$ cat config.mk
export PLATFORM = sky130hd
export DESIGN_NAME = uart_tx_ctrl
export DESIGN_NICKNAME = d
export VERILOG_FILES = /design/src/rtl/uart_tx_pkg.sv /design/src/rtl/uart_tx_serializer.sv /design/src/rtl/uart_tx_ctrl.sv
export SDC_FILE = /design/constraint.sdc
export NUM_CORES = 1
export LEC_CHECK = 0
export ABC_CLOCK_PERIOD_IN_PS = 4250
export BUFFER_PORTS_ARGS = -buffer_cell sky130_fd_sc_hd__buf_2
export CAP_MARGIN = 25
export CORE_MARGIN = 1.5
export CORE_UTILIZATION = 56
export CTS_BUF_LIST = sky130_fd_sc_hd__clkbuf_8 sky130_fd_sc_hd__clkbuf_16
export DETAILED_ROUTE_END_ITERATION = 10
export GPL_TIMING_DRIVEN = 1
export PLACE_DENSITY = 0.8
export SYNTH_ARGS = -nofsm -noshare
export SYNTH_HDL_FRONTEND = slang
export SYNTH_SLANG_ARGS = --single-unit
$ cat constraint.sdc
create_clock -name clk -period 4.25 [get_ports clk]
set_input_delay 0.6375 -clock clk [delete_from_list [all_inputs] [get_ports clk]]
set_output_delay 0.6375 -clock clk [all_outputs]
set_load 0.05 [all_outputs]
$ cat src/rtl/uart_tx_pkg.sv
// uart_tx_pkg -- shared definitions for the UART transmit controller slice.
//   tx_state_e         : transmit FSM state encoding
//   START_BIT/STOP_BIT : serial line levels for framing bits
//   DEFAULT_DATA_WIDTH : default payload width in bits
package uart_tx_pkg;

  localparam int unsigned DEFAULT_DATA_WIDTH = 8;

  localparam logic START_BIT = 1'b0;
  localparam logic STOP_BIT  = 1'b1;

  typedef enum logic [2:0] {
    ST_IDLE   = 3'd0,
    ST_START  = 3'd1,
    ST_DATA   = 3'd2,
    ST_PARITY = 3'd3,
    ST_STOP   = 3'd4
  } tx_state_e;

endpackage

$ cat src/rtl/uart_tx_serializer.sv
// uart_tx_serializer -- loadable right-shift register plus data bit counter.
//   clk     : transmit clock
//   rst     : asynchronous active-low reset
//   load    : capture data_in, clear the bit counter
//   shift   : advance one bit (asserted for every cycle spent in DATA)
//   data_in : parallel payload
//   ser_bit : bit to be placed on the line at the coming edge
//   last    : the bit currently on the line is the final data bit
module uart_tx_serializer
  import uart_tx_pkg::*;
#(
  parameter int unsigned DATA_WIDTH = DEFAULT_DATA_WIDTH
) (
  input  logic                  clk,
  input  logic                  rst,
  input  logic                  load,
  input  logic                  shift,
  input  logic [DATA_WIDTH-1:0] data_in,
  output logic                  ser_bit,
  output logic                  last
);

  localparam int unsigned           CNT_W    = (DATA_WIDTH > 1) ? $clog2(DATA_WIDTH) : 1;
  localparam logic [CNT_W-1:0]      CNT_LAST = CNT_W'(DATA_WIDTH - 1);

  logic [DATA_WIDTH-1:0] shreg;
  logic [DATA_WIDTH-1:0] shreg_adv;
  logic [CNT_W-1:0]      cnt;

  assign shreg_adv = shreg >> 1;
  assign last      = (cnt == CNT_LAST);

  // shreg[0] is the bit on the line while in DATA; the line register
  // loads one cycle ahead, so when advancing it needs the following bit.
  assign ser_bit = shift ? shreg_adv[0] : shreg[0];

  always_ff @(posedge clk or negedge rst) begin
    if (!rst) begin
      shreg <= '0;
      cnt   <= '0;
    end else if (load) begin
      shreg <= data_in;
      cnt   <= '0;
    end else if (shift) begin
      shreg <= shreg_adv;
      cnt   <= last ? '0 : cnt + CNT_W'(1);
    end
  end

endmodule

$ cat src/rtl/uart_tx_ctrl.sv
// uart_tx_ctrl -- UART transmit controller: start, LSB-first data,
// optional parity, stop; back-to-back frames when Data_Valid is present
// at the end of STOP.
//   clk        : transmit (baud) clock, one serial bit per cycle
//   rst        : asynchronous active-low reset
//   P_DATA     : parallel payload, sampled on frame acceptance
//   Data_Valid : send request (pulse or held)
//   PAR_EN     : insert parity bit, sampled on frame acceptance
//   par_bit    : upstream parity, captured on the START->DATA edge
//   TX_OUT     : registered serial line, idle high
//   busy       : registered, high while a frame is in progress
module uart_tx_ctrl
  import uart_tx_pkg::*;
#(
  parameter int unsigned DATA_WIDTH = DEFAULT_DATA_WIDTH
) (
  input  logic                  clk,
  input  logic                  rst,
  input  logic [DATA_WIDTH-1:0] P_DATA,
  input  logic                  Data_Valid,
  input  logic                  PAR_EN,
  input  logic                  par_bit,
  output logic                  TX_OUT,
  output logic                  busy
);

  tx_state_e state;
  tx_state_e state_nxt;
  logic      par_en_q;
  logic      par_q;
  logic      load;
  logic      shift;
  logic      ser_bit;
  logic      last;
  logic      tx_nxt;
  logic      busy_nxt;

  uart_tx_serializer #(
    .DATA_WIDTH(DATA_WIDTH)
  ) u_ser (
    .clk    (clk),
    .rst    (rst),
    .load   (load),
    .shift  (shift),
    .data_in(P_DATA),
    .ser_bit(ser_bit),
    .last   (last)
  );

  assign shift = (state == ST_DATA);

  // State register, registered outputs and frame latches.
  always_ff @(posedge clk or negedge rst) begin
    if (!rst) begin
      state    <= ST_IDLE;
      TX_OUT   <= STOP_BIT;
      busy     <= 1'b0;
      par_en_q <= 1'b0;
      par_q    <= 1'b0;
    end else begin
      state  <= state_nxt;
      TX_OUT <= tx_nxt;
      busy   <= busy_nxt;
      if (load) begin
        par_en_q <= PAR_EN;
      end
      if (state == ST_START) begin
        par_q <= par_bit;
      end
    end
  end

  // Next-state logic; frames are accepted only from IDLE or at the end of STOP.
  always_comb begin
    state_nxt = ST_IDLE;
    load      = 1'b0;
    case (state)
      ST_IDLE: begin
        if (Data_Valid) begin
          state_nxt = ST_START;
          load      = 1'b1;
        end
      end
      ST_START:  state_nxt = ST_DATA;
      ST_DATA: begin
        if (!last)         state_nxt = ST_DATA;
        else if (par_en_q) state_nxt = ST_PARITY;
        else               state_nxt = ST_STOP;
      end
      ST_PARITY: state_nxt = ST_STOP;
      ST_STOP: begin
        if (Data_Valid) begin
          state_nxt = ST_START;
          load      = 1'b1;
        end
      end
      default:   state_nxt = ST_IDLE;
    endcase
  end

  // Output select is decoded from the next state so the registered line
  // changes on the same edge as the state it belongs to.
  always_comb begin
    tx_nxt   = STOP_BIT;
    busy_nxt = 1'b0;
    case (state_nxt)
      ST_START: begin
        tx_nxt   = START_BIT;
        busy_nxt = 1'b1;
      end
      ST_DATA: begin
        tx_nxt   = ser_bit;
        busy_nxt = 1'b1;
      end
      ST_PARITY: begin
        tx_nxt   = par_q;
        busy_nxt = 1'b1;
      end
      ST_STOP: begin
        tx_nxt   = STOP_BIT;
        busy_nxt = 1'b1;
      end
      default: begin
        tx_nxt   = STOP_BIT;
        busy_nxt = 1'b0;
      end
    endcase
  end

endmodule

==> reports/metrics.cfg <==
[clock_network]
cts_hold_repair.buffers=0
cts_tree=built
cts_root_buf=clkbuf_8
cts_buffer_depth=2
ctsResizeCount=0
clock_latency_ns=0.25
numCtsBuffers=3
postCtsSetupRepairBufs=0
cts_num_sinks=18
clk_pin_slew_ns=0.07
h-tree-depth=1

[critical_path]
crit_slowest_cell=nor3b_2
cp-end-kind=flip-flop
cp_slowest_stage_delay_ns=0.78
r2r_slack_ns=2.30
path_class=reg -> reg
r2r-end=TX_OUT
arrival_ns=2.13
worstPathMaxFanout=11
critPathLaunchType=flip-flop
reg2reg_depth=4
cp_data_required_time_ns=4.43
cp_cell_sequence=nor3b_2 > mux2i_1 > a21oi_2 > a31o_1
rr_startpoint=state[0]

[power]
p_sw_frac=0.3684
net-switching-power_mw=0.2671
leakage_nw=0.4669
power_mw=0.7249
irDropWorstVdd_mv=0.4865
p_seq_frac=0.419
clockPowerShare=0.190
powerDensity_mw_per_mm2=764.3
p_comb_frac=0.391
p_int_mw=0.4579

[cells_and_area]
fin_nets=103
area_growth_syn_to_layout_pct=15.55
antennaDiodeCount=0
stdcell_count=102
finalCoreUtilization=0.7111
drive_gt1_frac=0.2874
multi_input_area_um2=352.8
seq_area_um2=451.7
final_area_um2=948.4
fillCellCount=106

[synth]
yosysSeqAreaShare=0.5503
synth_area_um2=820.8
ys_warn_count=0
syn_nets=87
ys_ff_latch=18
postSynth.asyncResetShare=1.000
ys_types=25
synth_edf_count=0
synth-main-ff-cell=dfrtp_1
synth.avg_cell_area_um2=11.40
synth_cells=72

[timing]
max_freq_mhz=513.5
tightest_slew_ns=0.9371
finalSetupViolCount=0
fin_setup_tns_ns=0
final_max_slew_viol_count=0
whs_ns=0.3031
max_slew_margin=0.3725
grt_setup_unrepaired=no
hold_viol_final=0
fin_crit_sh=0.4582
finalWorstSetupSlack_ns=2.303
min_period_ns=1.947
clock_skew_ns=0.001316

[detailed_routing]
dr.pass1.iters=3
wl_per_cell_um=14.73
wirelength_um=1502
ant_nets=0
drtIter0Drc=12
num_vias=575
drc=0
avgViaCountPerCell=5.637

[flow_run]
max_cap_violations=0

[floorplanning]
core-area_mm2=0.001334
num_io_pins=15
die-area_mm2=0.001704
num_rows=13
start_util=0.6154
die_y_um=41.29
die_x_um=41.29

[grt]
grt_pass1_wl_um=2318
grt_pass1_vias=519
track_usage=0.2194
antenna_found_initial=0
grt_max_degree=19
grt_overflow=0

[outcome]
status=completed

[place]
dp.cells=98
hpwl_um=1031
io_buffers=14
placed_cell_area_um2=893.4
preCtsSetupSlack_ns=2.363
routabilityCongestion=0.7287

[hold_path]
hold_class=in -> async

==> cells in the mapped netlist (2+ instances only) <==
| master | instances | area, um2 |
|---|---|---|
| ha_1 | 2 | 25.02 |
| a21o_1 | 2 | 15.01 |
| a22o_1 | 3 | 26.28 |
| dfrtp_1 | 17 | 425.4 |
| nor2_1 | 9 | 33.78 |
| nand2_1 | 8 | 30.03 |
| o21ai_0 | 4 | 20.02 |
| a21oi_1 | 2 | 10.01 |
| nand2b_1 | 2 | 12.51 |
| mux2i_1 | 8 | 80.08 |
==> final cells by class <==
class,instances,area share
timing repair buffer,14,0.07388
clock buffer,4,0.05805
tap,15,0.01979
sequential,18,0.4763
multi-input combinational,51,0.3720
==> sequential cells by signal, summed over array words and instances (netlist names) <==
register	flops
u_ser.cnt	3
TX_OUT	1
state	3
busy	1
par_q	1
par_en_q	1
u_ser.shreg	8
==> kinds of logic (layout without fill, tap and decap cells) <==
kind of cell	count (synthesis)	count (layout)	share of synthesized area
muxes	9	9	0.1113
buffers and inverters	3	18	0.01981
and+or+nand+nor	26	26	0.1646
DFF	18	18	0.5503
AOI/OAI and AO/OA	14	14	0.1235
adders and majority gates	2	2	0.03048
==> placed cells by master, fill, tap and decap left out, drive strengths merged <==
| cell | n |
|---|---|
| nand4b | 1 |
| dfrtp | 17 |
| clkbuf | 4 |
| a21oi | 3 |
| or3b | 1 |
| ha | 2 |
| nor3b | 1 |
| mux2 | 1 |
| nor2b | 1 |
| o31ai | 1 |
| mux2i | 8 |
| nand2 | 8 |
| a21o | 2 |
| buf | 14 |
| o21ai | 4 |
| a31o | 1 |
| and2 | 1 |
| nor2 | 9 |
| dfstp | 1 |
| and2b | 1 |
| nand2b | 2 |
| nand3 | 1 |
| a22o | 3 |
==> worst max-delay path, delay by kind of cell, from the launching register on <==
kind,cells,cell delay (ns)
AOI/OAI and AO/OA,2,0.29
muxes,1,0.37
and+or+nand+nor,1,0.78
DFF,1,0.44
==> power by group through the flow <==
stage / combinational (mW) / sequential (mW) / clock [mW]
after floorplan: 0.201 / 0.326 / 0
after global placement: 0.269 / 0.299 / 0
after detailed placement: 0.280 / 0.304 / 0
after CTS: 0.283 / 0.304 / 0.139
after global routing: 0.311 / 0.314 / 0.145
final: 0.284 / 0.303 / 0.138
==> metal layers <==
metal | global-route usage | vias to the layer above | wire (um)
li1 | - | 278 | -
met1 | 0.2927 | 280 | 697
met2 | 0.3398 | 15 | 736
met3 | 0.04891 | 2 | 58
met4 | 0.09677 | 0 | 10
met5 | 0 | - | 0
==> how the worst max path moves through the flow <==
| stage | from | end | slack (ns) | depth (start not counted) |
|---|---|---|---|---|
| 2_1_floorplan | u_ser.cnt[0] | TX_OUT | 2.70 | 6 |
| 3_3_place_gp | state[0] | TX_OUT | 2.39 | 4 |
| 3_5_place_dp | state[0] | TX_OUT | 2.36 | 4 |
| 4_1_cts | state[0] | TX_OUT | 2.33 | 4 |
| 5_1_grt | state[1] | TX_OUT | 2.14 | 4 |
| 6_report | state[0] | TX_OUT | 2.30 | 4 |
Power figures use the tool's default switching activity.
